===== src/rtl/counter_seek_pkg.sv =====
// Shared types and the reference next-count model for the counter seek controller.
// The model is also used by the bench scoreboard.
package counter_seek_pkg;

    typedef enum logic [2:0] {
        S_IDLE,
        S_EVAL,
        S_PULSE,
        S_CHECK,
        S_DONE
    } state_e;

    typedef enum logic [1:0] {
        ST_OK       = 2'd0,
        ST_RANGE    = 2'd1,
        ST_MISMATCH = 2'd2,
        ST_TIMEOUT  = 2'd3
    } status_e;

    // Next count of a modulo-mod up/down counter; callers truncate to their width.
    function automatic logic [31:0] ctr_next(input logic [31:0] c, input logic up,
                                             input logic dn, input logic [31:0] mod);
        if (c == mod - 1)
            return 32'd0;
        else if (up && !dn)
            return c + 32'd1;
        else if (!up && dn)
            return c - 32'd1;
        else
            return c;
    endfunction

endpackage


===== src/rtl/counter_seek_ctrl.sv =====
// Drives en/ds pulses into a modulo-MOD up/down counter until it reaches a requested
// target, verifying every step against the reference model.
module counter_seek_ctrl
    import counter_seek_pkg::*;
#(
    parameter int W         = 8,
    parameter int MOD       = 12,
    parameter int MAX_STEPS = 32
) (
    input  logic         clk,
    input  logic         rst,
    input  logic         tgt_valid,
    output logic         tgt_ready,
    input  logic [W-1:0] tgt_value,
    input  logic [W-1:0] ctr_in,
    output logic         en,
    output logic         ds,
    output logic         busy,
    output logic         done,
    output logic [1:0]   status,
    output logic [W-1:0] steps
);

    localparam logic [W-1:0] MOD_W     = W'(MOD);
    localparam logic [W-1:0] MOD_TOP   = W'(MOD - 1);
    localparam logic [W-1:0] MAX_W     = W'(MAX_STEPS);

    state_e       state_q,  state_d;
    status_e      status_q, status_d;
    logic [W-1:0] tgt_q,    tgt_d;
    logic [W-1:0] exp_q,    exp_d;
    logic [W-1:0] steps_q,  steps_d;
    logic         en_q,     en_d;
    logic         ds_q,     ds_d;
    logic         done_q,   done_d;

    logic [W-1:0] steps_inc;
    logic         go_up;

    assign steps_inc = steps_q + W'(1);
    assign go_up     = (ctr_in < tgt_q);

    always_comb begin
        // NOTE: every signal gets a default before the case so no path can infer a latch.
        state_d  = state_q;
        status_d = status_q;
        tgt_d    = tgt_q;
        exp_d    = exp_q;
        steps_d  = steps_q;
        en_d     = 1'b0;
        ds_d     = 1'b0;
        done_d   = 1'b0;

        case (state_q)
            S_IDLE: begin
                if (tgt_valid) begin
                    tgt_d   = tgt_value;
                    steps_d = '0;
                    if (tgt_value >= MOD_W) begin
                        state_d  = S_DONE;
                        status_d = ST_RANGE;
                        done_d   = 1'b1;
                    end else begin
                        state_d = S_EVAL;
                    end
                end
            end
            S_EVAL: begin
                if (ctr_in == tgt_q) begin
                    state_d  = S_DONE;
                    status_d = ST_OK;
                    done_d   = 1'b1;
                end else if (ctr_in == MOD_TOP) begin
                    // Counter wraps on its own at the top; expect 0 without commanding it.
                    exp_d   = W'(ctr_next(32'(ctr_in), 1'b0, 1'b0, MOD));
                    state_d = S_CHECK;
                end else begin
                    exp_d   = W'(ctr_next(32'(ctr_in), go_up, !go_up, MOD));
                    en_d    = go_up;
                    ds_d    = !go_up;
                    state_d = S_PULSE;
                end
            end
            S_PULSE: begin
                state_d = S_CHECK;
            end
            S_CHECK: begin
                if (ctr_in != exp_q) begin
                    state_d  = S_DONE;
                    status_d = ST_MISMATCH;
                    done_d   = 1'b1;
                end else begin
                    steps_d = steps_inc;
                    if (steps_inc == MAX_W && ctr_in != tgt_q) begin
                        state_d  = S_DONE;
                        status_d = ST_TIMEOUT;
                        done_d   = 1'b1;
                    end else begin
                        state_d = S_EVAL;
                    end
                end
            end
            S_DONE: begin
                state_d = S_IDLE;
            end
            default: begin
                state_d = S_IDLE;
            end
        endcase
    end

    always_ff @(posedge clk) begin
        // NOTE: state uses non-blocking assignments so all flops update from pre-edge values.
        if (rst) begin
            state_q  <= S_IDLE;
            status_q <= ST_OK;
            tgt_q    <= '0;
            exp_q    <= '0;
            steps_q  <= '0;
            en_q     <= 1'b0;
            ds_q     <= 1'b0;
            done_q   <= 1'b0;
        end else begin
            state_q  <= state_d;
            status_q <= status_d;
            tgt_q    <= tgt_d;
            exp_q    <= exp_d;
            steps_q  <= steps_d;
            en_q     <= en_d;
            ds_q     <= ds_d;
            done_q   <= done_d;
        end
    end

    assign tgt_ready = (state_q == S_IDLE);
    assign busy      = (state_q != S_IDLE);
    assign en        = en_q;
    assign ds        = ds_q;
    assign done      = done_q;
    assign status    = status_q;
    assign steps     = steps_q;

endmodule

===== config.mk =====
export PLATFORM = sky130hd
export DESIGN_NAME = counter_seek_ctrl
export DESIGN_NICKNAME = d
export VERILOG_FILES = /design/src/rtl/counter_seek_pkg.sv /design/src/rtl/counter_seek_ctrl.sv
export SDC_FILE = /design/constraint.sdc
export NUM_CORES = 1
export LEC_CHECK = 0
export CAP_MARGIN = 25
export CORE_AREA = 3 3 50 86
export DETAILED_ROUTE_END_ITERATION = 8
export DIE_AREA = 0 0 53 89
export PLACE_DENSITY = 0.83
export SLEW_MARGIN = 20
export SYNTH_ARGS = -nofsm -noshare
export SYNTH_HDL_FRONTEND = slang
export SYNTH_SLANG_ARGS = --single-unit

===== constraint.sdc =====
create_clock -name clk -period 7.75 [get_ports clk]
set_input_delay 0.775 -clock clk [delete_from_list [all_inputs] [get_ports clk]]
set_output_delay 0.775 -clock clk [all_outputs]
set_load 0.02 [all_outputs]

# == Word level (Yosys, flattened, before mapping) ==
# Cells that the tools add are included.
# op_classes
n_bitwise,2
eq_ne,13
add_sub_neg,3
order_cmp,2
n_mux,24
n_reduce_logical,11
# ops
cell,n
$mux W8,4
$add A8 B1 Y8 const B,2
$ne A8 B8 Y1,2
$pmux W8 S2,1
$mux W3,5
$pmux W3 S4,1
$mux W2,5
$eq A8 B4 Y1 const B,1
$eq A8 B6 Y1 const B,1
$eq A8 B8 Y1,1
$ge A8 B4 Y1 const B,1
$lt A8 B8 Y1,1
$sub A8 B1 Y8 const B,1
$eq A3 B2 Y1 const B,2
$mux W1,6
$ne A2 B2 Y1 const B,3
$pmux W2 S3,1
$reduce_bool A3 Y1,2
$reduce_and A5 Y1,1
$reduce_and A2 Y1,2
$reduce_or A4 Y1,1
$eq A3 B1 Y1 const B,1
$logic_not A3 Y1,1
$ne A3 B3 Y1 const B,1
other kinds (7),8
# word_totals
output_inout_bits,15
in_bits,19
reg_bits,32

# == Depth between registers and ports, before layout ==
# Gate-level depths: netlist (run 1).
# logic_depth
word_depth,6
depth_mapped,13
ltp_nobuf,13

# == Least setup slack after synthesis (run 1) ==
# Ideal clock, no wire load.
# synth_timing
path_type,in2reg
startpoint,input port ctr_in[0]
endpoint,register exp_q[7]
t_arrival_ps,3185
path_stages,12
n_path_buf,0
slack_ps,4506
required_time_ps,7691
cell_sequence,inv_1 -> ha_1 -> nand2b_1 -> a21oi_1 -> nor2_1 -> o21ai_0 -> ha_1 -> a21oi_1 -> o2111ai_1 -> a2111oi_0 -> and4_1 -> a221o_1
# synth_via
elab_chain_len,3
elab_cells_between_ends,9
classes_between,2 x add/sub; 1 x order compare; 2 x eq/ne; 2 x mux; 1 x bitwise; 1 x reduce/logical
# synth_rtl
item,line,rtl
"start, declared",counter_seek_ctrl.sv:15,"input logic [W-1:0] ctr_in,"
$sub A8 B1 Y8 (tied with other cells),counter_seek_pkg.sv:28,return c - 32'd1;
$mux W8 / $not A1 Y1 (equally long branches),--,
$mux W8 / $reduce_and A2 Y1 (equally long branches),--,
"end signal, assigned",counter_seek_ctrl.sv:127,exp_q <= exp_d;
"end, declared",counter_seek_ctrl.sv:31,"logic [W-1:0] exp_q, exp_d;"
# Several ways; a longest one is shown, not always the timed one.
# A chain may end at the register's enable or synchronous reset.

# == Worst setup path in the final report (run 1) ==
# layout_timing
startpoint,input port ctr_in[0]
endpoint,register exp_q[6]
# layout_via
elab_chain_len,3
elab_cells_between_ends,9
classes_between,2 x add/sub; 1 x order compare; 2 x eq/ne; 2 x mux; 1 x bitwise; 1 x reduce/logical
# layout_rtl
item,line,rtl
$lt A8 B8 Y1,counter_seek_ctrl.sv:41,assign go_up = (ctr_in < tgt_q);
net go_up,counter_seek_ctrl.sv:38,logic go_up;
$mux W8,counter_seek_pkg.sv:25,else if (up && !dn)
$mux W8,counter_seek_ctrl.sv:73,end else if (ctr_in == MOD_TOP) begin
# The timed path passes the listed nets, and every way through them passes these cells.

==> results of run 1 <==
[area by class of cell]
class,count,area share
clock buffers,8,0.0352
inverters,19,0.0278
well taps,46,0.0225
multi-input cells,207,0.535
repair buffers,34,0.130
flip-flops and latches,32,0.250
[layout by cell type, fill, tap and decap left out, types with 2 or more instances in the layout]
cell type and instances:
nand2_1 36, nor2b_1 3, nand3b_1 2, o21ai_0 10, and3_1 2, a21o_1 2, o31ai_1 2, a21oi_1 28
o21a_1 3, xor2_1 10, nor4_4 2, nor3b_1 2, a2111oi_0 2, nor3_1 5, and2_1 2, nor2_2 2
inv_1 17, clkbuf_1 2, nand2b_1 2, ha_1 16, or3_1 3, o211ai_1 3, xnor2_1 2, nor2_1 18
clkdlybuf4s50_1 32, nand3_1 9, a221o_1 2, o21ba_1 2, dfxtp_1 32, inv_2 2, nor4_1 3, a31oi_1 3
o2111ai_1 2, clkbuf_8 6, a211oi_1 3, a311oi_1 4
[how the worst max path moves through the flow]
stage | slack, ps | end | from | cells past startpoint
5_1_grt | 3380 | exp_q[6] | ctr_in[0] | 14
4_1_cts | 3770 | exp_q[7] | ctr_in[0] | 13
2_1_floorplan | 4510 | exp_q[7] | ctr_in[0] | 12
3_3_place_gp | 3590 | exp_q[7] | ctr_in[0] | 13
3_5_place_dp | 3480 | exp_q[6] | ctr_in[0] | 14
6_report | 3750 | exp_q[6] | ctr_in[0] | 14
[power by group through the flow]
stage	logic, W	registers, W	clock network (W)
3_3_place_gp	0.0000983	0.000176	0
2_1_floorplan	0.0000672	0.000177	0
6_report	0.000102	0.000173	0.000134
3_5_place_dp	0.000100	0.000176	0
5_1_grt	0.000113	0.000173	0.000141
4_1_cts	0.000101	0.000173	0.000135
[state kept, by name, summed over array words and instances (netlist names)]
signal and cells:
ds 1, done 1, status 2, steps 8, exp_q 8, state_q 3
en 1, tgt_q 8
[kinds of logic (layout without fill, tap and decap cells)]
family / Yosys count / in the layout / synth area share
XOR/XNOR: 12 / 12 / 0.0496
AO/OA/AOI/OAI: 74 / 74 / 0.227
flip-flops: 32 / 32 / 0.302
AND/OR/NAND/NOR: 104 / 104 / 0.266
adder cells (fa/ha/maj): 17 / 17 / 0.104
buffers and inverters: 26 / 61 / 0.0514
[Yosys cell counts, drive strengths merged, types with 3 or more instances]
cell type / instances / share of area
nor3: 5 / 0.012
a21o: 3 / 0.011
dfxtp: 32 / 0.30
clkbuf: 5 / 0.0089
o21ai: 11 / 0.026
a311oi: 4 / 0.017
inv: 19 / 0.034
nand3: 10 / 0.026
nor2b: 3 / 0.0089
nor2: 21 / 0.043
a21oi: 28 / 0.066
nand2: 37 / 0.067
o211ai: 3 / 0.011
or3: 3 / 0.0089
a31oi: 3 / 0.0089
o21a: 3 / 0.011
a211oi: 3 / 0.011
nor4: 5 / 0.029
ha: 16 / 0.094
xor2: 10 / 0.041
[tightest hold or removal path, cell delays in order (launching register included)]
cell and delay (ps):
dfxtp_1 310, nand2_1 50, a21oi_1 50
[routing by layer]
metal	part of all wire	up-vias	global-route usage
met3	0.037	21	0.0367
met5	0	-	0
met1	0.38	1024	0.243
li1	-	1027	-
met4	0.041	0	0.151
met2	0.54	70	0.467
[per-stage QoR]
step	total power (W)	util	hold WS, ps	instance area [um^2]	worst slack, ps
after floorplan	0.000244	-	436	2120	4510
after global placement	0.000275	0.676	442	2480	3590
after detailed placement	0.000276	0.676	449	2480	3480
after CTS	0.000409	0.701	457	2570	3770
after global routing	0.000427	0.699	482	2560	3380
final	0.000408	0.699	454	2560	3750
==> out/summary.txt, run 1 <==
run status -> finished, final reports clean
Yosys warning count -> 0
Final Hold Vio Count -> 0
Clock Power Share -> 0.328
Cell Area, Synth -> 2120 um^2
reg2reg path depth -> 11
crit end category -> register
Fillers -> 312
Slew headroom -> 0.416
setup bufs post-CTS -> 0
FMAX -> 250 MHz
Ports -> 34
Worst Setup Start Kind -> input port
PortBufs -> 33
Pint -> 0.000284 W
CTS tree -> yes
Placer Congestion -> 0.881
# resized after CTS -> 0
worst hold path type -> register to register
clk buf depth -> 2
worst path arrival time -> 4200 ps
count of cell types in the netlist -> 58
Core Rows -> 29
final max-slew violation count -> 0
unrepaired setup endpoints after global routing -> false
Syn Nets -> 301
minimum clock period -> 4000 ps
vias per inst -> 6.19
WHS Path Cells -> 2
Switching Share -> 0.303
CTS root buf -> clkbuf_8
master of the slowest instance on the critical path -> o21ai_0
Area Growth Syn to Fin -> 20.9%
ys async rst share -> 0
Max stage delay on crit path -> 680 ps
CP Cell Sequence -> clkdlybuf4s50_1 > inv_1 > ha_1 > nand2b_1 > a21oi_1 > nor2_1 > o21ai_0 > inv_1 > fa_1 > nor2b_1 > o21ai_0 > a21oi_1 > nor3_1 > o31ai_1
Combinational Power Share -> 0.249
GRT Overall Usage -> 0.248
layout cells sized above 1 -> 0.0700
synthesized area per cell -> 8.00 um^2
Detailed Place HPWL -> 4060 um
post-DR wirelength/cell -> 15.5 um
setup total negative slack -> 0 ps
Post-route DRC -> 0
clk_skew -> 7.49 ps
# Max-Cap Violations -> 0
first-pass detailed-route iteration total -> 4
placed cell count -> 338
Crit Reg-Reg Endpoint -> exp_q[6]
crit-path max FO -> 8
Reg2Reg Launch Point -> tgt_q[7]
Die Height -> 89 um
endpoint of the worst hold path -> tgt_q[6]
NetSw -> 0.000124 W
PwrDens -> 159 nW/um^2
n_diodes -> 0
Clock H-tree levels -> 2
CP top delay family -> compound AO/OA/AOI/OAI gates
Finished Layout Cells -> 346
initial antenna violation count -> 0
Setup CP Type -> input port to register
area of the multi-input gates -> 1370 um^2
first-pass GRT wire length -> 8730 um
Initial Util -> 0.578
register area -> 641 um^2
Seq/Total Area, Yosys -> 0.302
VDD IR max -> 0.141 mV
die area -> 4720 um^2
vias -> 2,142
Worst-Margin Slew -> 867 ps
Remaining Overflow, GRT -> 0
final period utilization -> 0.517
sequential share of power -> 0.423
vias in the first global route -> 2,045
Final Setup Violations -> 0
initial drt markers -> 68
Sink Count -> 32
total CTS buffers -> 5
post-route ant nets -> 0
final WL -> 5360 um
leakage -> 0.962 nW
final net count -> 335
FF+latch count, synth -> 32
hold_sp -> tgt_q[6]
clock-pin transition on the worst setup and hold timing paths -> 70 ps
Worst Path Buf+Inv -> 3
r2r setup slk -> 4530 ps
Die W -> 53 um
Gate Count Post-Synth -> 265
core footprint -> 3660 um^2
cts hold-fix bufs -> 0
Main synth FF type -> dfxtp_1
Required @ worst endpoint -> 7950 ps
Post-synth EDFFs -> 0
worst skew pair latency -> 280 ps
largest net degree at the start of global routing -> 30
(Power assumes the default switching activity.)
==> run 2: changes to the inputs <==
--- a/config.mk
+++ b/config.mk
@@ -6,10 +6,10 @@
 export NUM_CORES = 1
 export LEC_CHECK = 0
 export CAP_MARGIN = 25
-export CORE_AREA = 3 3 50 86
+export CORE_AREA = 3 3 52 89
 export DETAILED_ROUTE_END_ITERATION = 8
-export DIE_AREA = 0 0 53 89
-export PLACE_DENSITY = 0.83
+export DIE_AREA = 0 0 55 92
+export PLACE_DENSITY = 0.78
 export SLEW_MARGIN = 20
 export SYNTH_ARGS = -nofsm -noshare
 export SYNTH_HDL_FRONTEND = slang
==> constraint.sdc (replaced) <==
create_clock -name clk -period 3.8 [get_ports clk]
set_input_delay 0.38 -clock clk [delete_from_list [all_inputs] [get_ports clk]]
set_output_delay 0.38 -clock clk [all_outputs]
set_load 0.02 [all_outputs]
==> run 2 against run 1 <==
Against the previous run:
- global-route usage shrank 0.36 points
- highest routed layer unchanged
- critical path type unchanged
- flip-flop and latch count is the same
- clock skew shrank 1.6 ps
==> out/summary.txt, run 2 (synthesis results as in run 1) <==
run status -> finished, final reports clean
final WL -> 5520 um (+2.9%)
minimum clock period -> 3140 ps
Ports -> 34 (unchanged)
WHS Path Cells -> 2 (unchanged)
Area Growth Syn to Fin -> 22.5%
vias -> 2,078 (-3.0%)
Crit Reg-Reg Endpoint -> exp_q[7]
first-pass GRT wire length -> 9160 um (+5.0%)
initial antenna violation count -> 0 (unchanged)
post-DR wirelength/cell -> 15.7 um (+1.4%)
endpoint of the worst hold path -> tgt_q[3]
final max-slew violation count -> 0 (unchanged)
# resized after CTS -> 0 (unchanged)
unrepaired setup endpoints after global routing -> false
setup bufs post-CTS -> 0 (unchanged)
initial drt markers -> 59 (-13%)
post-route ant nets -> 0 (unchanged)
setup total negative slack -> 0 ps (unchanged)
leakage -> 0.975 nW (+1.4%)
worst path arrival time -> 3310 ps (-890 ps)
hold_ws -> 453 ps (-0.151 ps)
Max stage delay on crit path -> 530 ps (-150 ps)
crit-path max FO -> 8 (unchanged)
Clock H-tree levels -> 2 (unchanged)
n_diodes -> 0 (unchanged)
Finished Layout Cells -> 351 (+1.4%)
VDD IR max -> 0.302 mV (+110%)
commonest cells after routing, fill and taps aside -> nand2_1, clkdlybuf4s50_1, dfxtp_1, a21oi_1, nor2_1
r2r setup slk -> 1000 ps (-3530 ps)
CTS tree -> yes
vias in the first global route -> 2,104 (+2.9%)
Initial Util -> 0.533 (-0.0456)
clock-pin transition on the worst setup and hold timing paths -> 60 ps (about the same)
final net count -> 338 (+0.90%)
commonest non-fill, non-tap cell in the layout -> nand2_1
hold_sp -> tgt_q[3]
Worst Setup Start Kind -> input port
Finished Cell Area -> 2600 um^2 (+1.3%)
total CTS buffers -> 5 (unchanged)
Die Height -> 92 um (+3.4%)
master of the slowest instance on the critical path -> clkdlybuf4s50_1
placed cell count -> 343 (+1.5%)
# Max-Cap Violations -> 0 (unchanged)
vias per inst -> 5.92 (-4.4%)
core footprint -> 3980 um^2 (+8.6%)
worst skew pair latency -> 280 ps (about the same)
final period utilization -> 0.825
Detailed Place HPWL -> 4360 um (+7.5%)
layout cells sized above 1 -> 0.0792 (+0.00921)
Fillers -> 356 (+14%)
die area -> 5060 um^2 (+7.3%)
worst hold path type -> register to register
largest net degree at the start of global routing -> 16 (-47%)
most frequent CP cell -> ha_1
cts hold-fix bufs -> 0 (unchanged)
PortBufs -> 33 (unchanged)
first-pass detailed-route iteration total -> 6 (+2)
Final Setup Violations -> 0 (unchanged)
reg2reg path depth -> 12 (+1)
CP Cell Sequence -> clkdlybuf4s50_1 > ha_1 > a21oi_1 > o21a_1 > o21ai_0 > buf_4 > ha_1 > nand3_1 > o2111ai_1 > a2111oi_0 > and4_1 > a221o_1
Required @ worst endpoint -> 3970 ps (-3980 ps)
Worst-Margin Slew -> 605 ps (-261 ps)
Die W -> 55 um (+3.8%)
Placer Congestion -> 0.839 (-4.8%)
PwrDens -> 325 nW/um^2 (+100%)
Cell Area, Placed -> 2500 um^2 (+1.0%)
Final Hold Vio Count -> 0 (unchanged)
Slew headroom -> 0.595 (+0.179)
clk_skew -> 5.85 ps (-1.64 ps)
Reg2Reg Launch Point -> tgt_q[7]
Remaining Overflow, GRT -> 0 (unchanged)
CTS root buf -> clkbuf_8
crit end category -> register
Setup CP Type -> input port to register
FMAX -> 319 MHz
Sink Count -> 32 (unchanged)
clk buf depth -> 2 (unchanged)
Post-route DRC -> 0 (unchanged)
Core Rows -> 30 (+3.4%)
GRT Overall Usage -> 0.244 (-0.00362)
==> run 2: worst max-delay path by stage <==
stage | to | depth (start not counted) | from | slack [ps]
floorplan | exp_q[7] | 12 | ctr_in[0] | 950
global placement | exp_q[7] | 12 | ctr_in[7] | 450
detailed placement | exp_q[7] | 12 | ctr_in[7] | 370
CTS | exp_q[7] | 12 | ctr_in[7] | 670
global route | exp_q[7] | 13 | ctr_in[1] | 440
finish | exp_q[7] | 12 | ctr_in[7] | 660
==> run 2: power breakdown <==
group	switching [W]	internal (W)	total [W]
Sequential	0.00000603	0.000346	0.000352
Clock	0.000130	0.000147	0.000278
Combinational	0.000123	0.0000903	0.000213
==> run 2: metal layers <==
layer  vias to the layer above  share of wire  global-route usage
met2                        58           0.55               0.436
met5                         -              0                   0
met4                         0          0.047               0.156
met3                        23          0.037              0.0439
met1                       971           0.37               0.236
li1                       1026              -                   -
==> run 2: critical path, delay by kind of cell <==
kind                       cells  cell delay [ps]
and+or+nand+nor                2              360
AOI/OAI and AO/OA              6             1080
buffers and inverters          2              710
adders and majority gates      2              780
==> run 2: area by class of cell <==
type,instances,area [um^2],share of cell area
clock buffer,7,86.3,0.0333
clock inverter,1,7.51,0.00289
inverter,19,71.3,0.0275
multi-input combinational,207,1370,0.528
sequential,32,641,0.247
tap,48,60.1,0.0231
timing repair buffer,37,360,0.139
==> run 2: per-stage QoR <==
stage / total power, W / setup WS, ps / util
global route: 0.000890 / 436 / 0.653
CTS: 0.000850 / 667 / 0.653
global placement: 0.000566 / 446 / 0.629
finish: 0.000843 / 664 / 0.653
detailed placement: 0.000572 / 369 / 0.629
floorplan: 0.000498 / 951 / -
==> run 3: changes to the inputs <==
==> constraint.sdc (replaced) <==
create_clock -name clk -period 2.95 [get_ports clk]
set_input_delay 0.295 -clock clk [delete_from_list [all_inputs] [get_ports clk]]
set_output_delay 0.295 -clock clk [all_outputs]
set_load 0.02 [all_outputs]
==> run 3 against run 2 <==
Against the previous run:
- utilization grew 4.9 points
- sequential power rose by 29%
- final cell count grew 6.3%
- routed wire length is 8.2% higher
- final area rose by 7.5%
- highest routed layer unchanged
==> out/summary.txt, run 3 (synthesis results as in run 1) <==
run status -> finished, final reports clean
final WL -> 5970 um (+8.2%)
met3 routed WL -> 207 um (+0.49%)
Core Rows -> 30 (unchanged)
clock-pin transition on the worst setup and hold timing paths -> 70 ps (about the same)
post-DR wirelength/cell -> 16.0 um (+1.8%)
CP Cell Sequence -> clkdlybuf4s50_1 > ha_1 > a21oi_2 > o21a_1 > o21ai_0 > buf_4 > buf_4 > ha_1 > nor3_2 > o2111ai_2 > a2111oi_2 > and4_1 > a221o_1
top layer in use -> met4
initial drt markers -> 37 (-37%)
Initial Util -> 0.533 (unchanged)
Ports -> 34 (unchanged)
NetSw -> 0.000349 W (+35%)
crit end category -> register
clk buf depth -> 2 (unchanged)
first-pass detailed-route iteration total -> 4 (-2)
worst skew pair latency -> 290 ps (about the same)
PwrDens -> 400 nW/um^2 (+23%)
die area -> 5060 um^2 (unchanged)
clk_skew -> 10.2 ps (+4.30 ps)
metal2 WL -> 3260 um (+8.1%)
VDD IR max -> 0.278 mV (-7.8%)
Die Height -> 92 um (unchanged)
minimum clock period -> 2770 ps
final net count -> 361 (+6.8%)
first-pass GRT wire length -> 9940 um (+8.5%)
Detailed Place HPWL -> 4620 um (+5.9%)
initial antenna violation count -> 0 (unchanged)
Final Hold Vio Count -> 0 (unchanged)
post-place setup slack -> -224 ps (-594 ps)
Setup CP Type -> input port to register
final period utilization -> 0.940
FMAX -> 361 MHz
# Max-Cap Violations -> 0 (unchanged)
final max-slew violation count -> 0 (unchanged)
master of the slowest instance on the critical path -> clkdlybuf4s50_1
crit-path max FO -> 7 (-1)
vias in the first global route -> 2,208 (+4.9%)
r2r setup slk -> 300 ps (-700 ps)
Clock Power Share -> 0.288 (-0.041)
Worst Path Buf+Inv -> 3 (+1)
vias per inst -> 5.96 (+0.62%)
Required @ worst endpoint -> 3190 ps (-780 ps)
n_diodes -> 0 (unchanged)
Die W -> 55 um (unchanged)
Pint -> 0.000766 W (+31%)
core footprint -> 3980 um^2 (unchanged)
Max stage delay on crit path -> 440 ps (-90 ps)
largest net degree at the start of global routing -> 17 (+1)
layout cells sized above 1 -> 0.166 (+0.0869)
Area Growth Syn to Fin -> 31.6%
Sink Count -> 32 (unchanged)
M1 WL -> 2200 um (+8.1%)
Post-route DRC -> 0 (unchanged)
CTS tree -> yes
Final Setup Violations -> 0 (unchanged)
Worst-Margin Slew -> 586 ps (-18.9 ps)
post-route ant nets -> 0 (unchanged)
Combinational Power Share -> 0.305 (+0.052)
Fillers -> 359 (+0.84%)
Remaining Overflow, GRT -> 0 (unchanged)
leakage -> 1.09 nW (+12%)
Clock H-tree levels -> 2 (unchanged)
GRT Overall Usage -> 0.264 (+0.0199)
commonest non-fill, non-tap cell in the layout -> nand2_1
Pwr Total -> 0.00111 W (+32%)
commonest cells after routing, fill and taps aside -> nand2_1, clkdlybuf4s50_1, dfxtp_1, buf_4, a21oi_1
Switching Share -> 0.313 (+0.00527)
total CTS buffers -> 5 (unchanged)
setup bufs post-CTS -> 0 (unchanged)
PortBufs -> 33 (unchanged)
sequential share of power -> 0.407 (-0.010)
vias -> 2,222 (+6.9%)
CTS root buf -> clkbuf_8
CP top delay family -> compound AO/OA/AOI/OAI gates
Worst Setup Start Kind -> input port
PnR worst setup slack -> 178 ps (-486 ps)
Placer Congestion -> 0.920 (+9.6%)
Slew headroom -> 0.608 (+0.0127)
worst hold path type -> register to register
worst path arrival time -> 3010 ps (-300 ps)
[run 3: changes by cell type in the layout (fill, tap and decap cells not counted)]
cell        delta
a21oi_1        -4
o2111ai_2      +1
buf_4         +23
a21oi_2        +4
nor3_1         -2
o21ai_1        +1
clkinv_2       +1
nor3_2         +2
clkbuf_8       -1
a2111oi_0      -1
o2111ai_1      -1
o21ai_0        -1
a2111oi_2      +1
clkinvlp_4     -1
[run 3: timing repair]
item	in CTS	in global routing
hold buffers	0	0
gates resized for setup	0	10
endpoints found under the setup margin	0	3
[run 3: path summary, 6_finish.rpt]
| check | startpoint | end | depth (start not counted) |
|---|---|---|---|
| max reg2reg | tgt_q[5] | exp_q[7] | 13 |
| min reg2reg | tgt_q[5] | tgt_q[5] | 2 |
| min | tgt_q[5] | tgt_q[5] | 2 |
| max | ctr_in[7] | exp_q[7] | 13 |
[run 3: layout make-up]
type / count / area (um^2) / area share
timing repair buffer: 60 / 533 / 0.191
multi-input combinational: 207 / 1410 / 0.504
tap: 48 / 60.1 / 0.0215
inverter: 19 / 71.3 / 0.0256
sequential: 32 / 641 / 0.230
clock buffer: 6 / 72.6 / 0.0260
clock inverter: 1 / 5.00 / 0.00179
[run 3: routing by layer]
layer,GRT usage,vias to the layer above
met3,0.0504,24
met4,0.158,0
li1,-,1079
met5,0,-
met1,0.278,1048
met2,0.453,71
[run 3: tightest hold or removal path: cells and delay by family (launching register included)]
| family | cells | cell delay [ps] |
|---|---|---|
| AND/OR/NAND/NOR | 1 | 50 |
| AO/OA/AOI/OAI | 1 | 50 |
| flip-flops | 1 | 310 |
[run 3: through the flow]
stage	hold WS, ps	std cells	utilization	instance area, um^2	TNS, ps
after floorplan	431	265	-	2120	0
after global placement	443	366	0.672	2680	-190
after detailed placement	448	366	0.672	2680	-430
after CTS	458	373	0.692	2750	0
after global routing	479	373	0.701	2790	-7.69
final	456	373	0.701	2790	0
[run 3: power groups by stage]
stage                     clock network, W  registers [W]  logic (W)
after global placement                   0       0.000463   0.000313
after floorplan                          0       0.000465   0.000177
after CTS                         0.000327       0.000453   0.000322
final                             0.000321       0.000453   0.000340
after global routing              0.000349       0.000454   0.000377
after detailed placement                 0       0.000463   0.000321
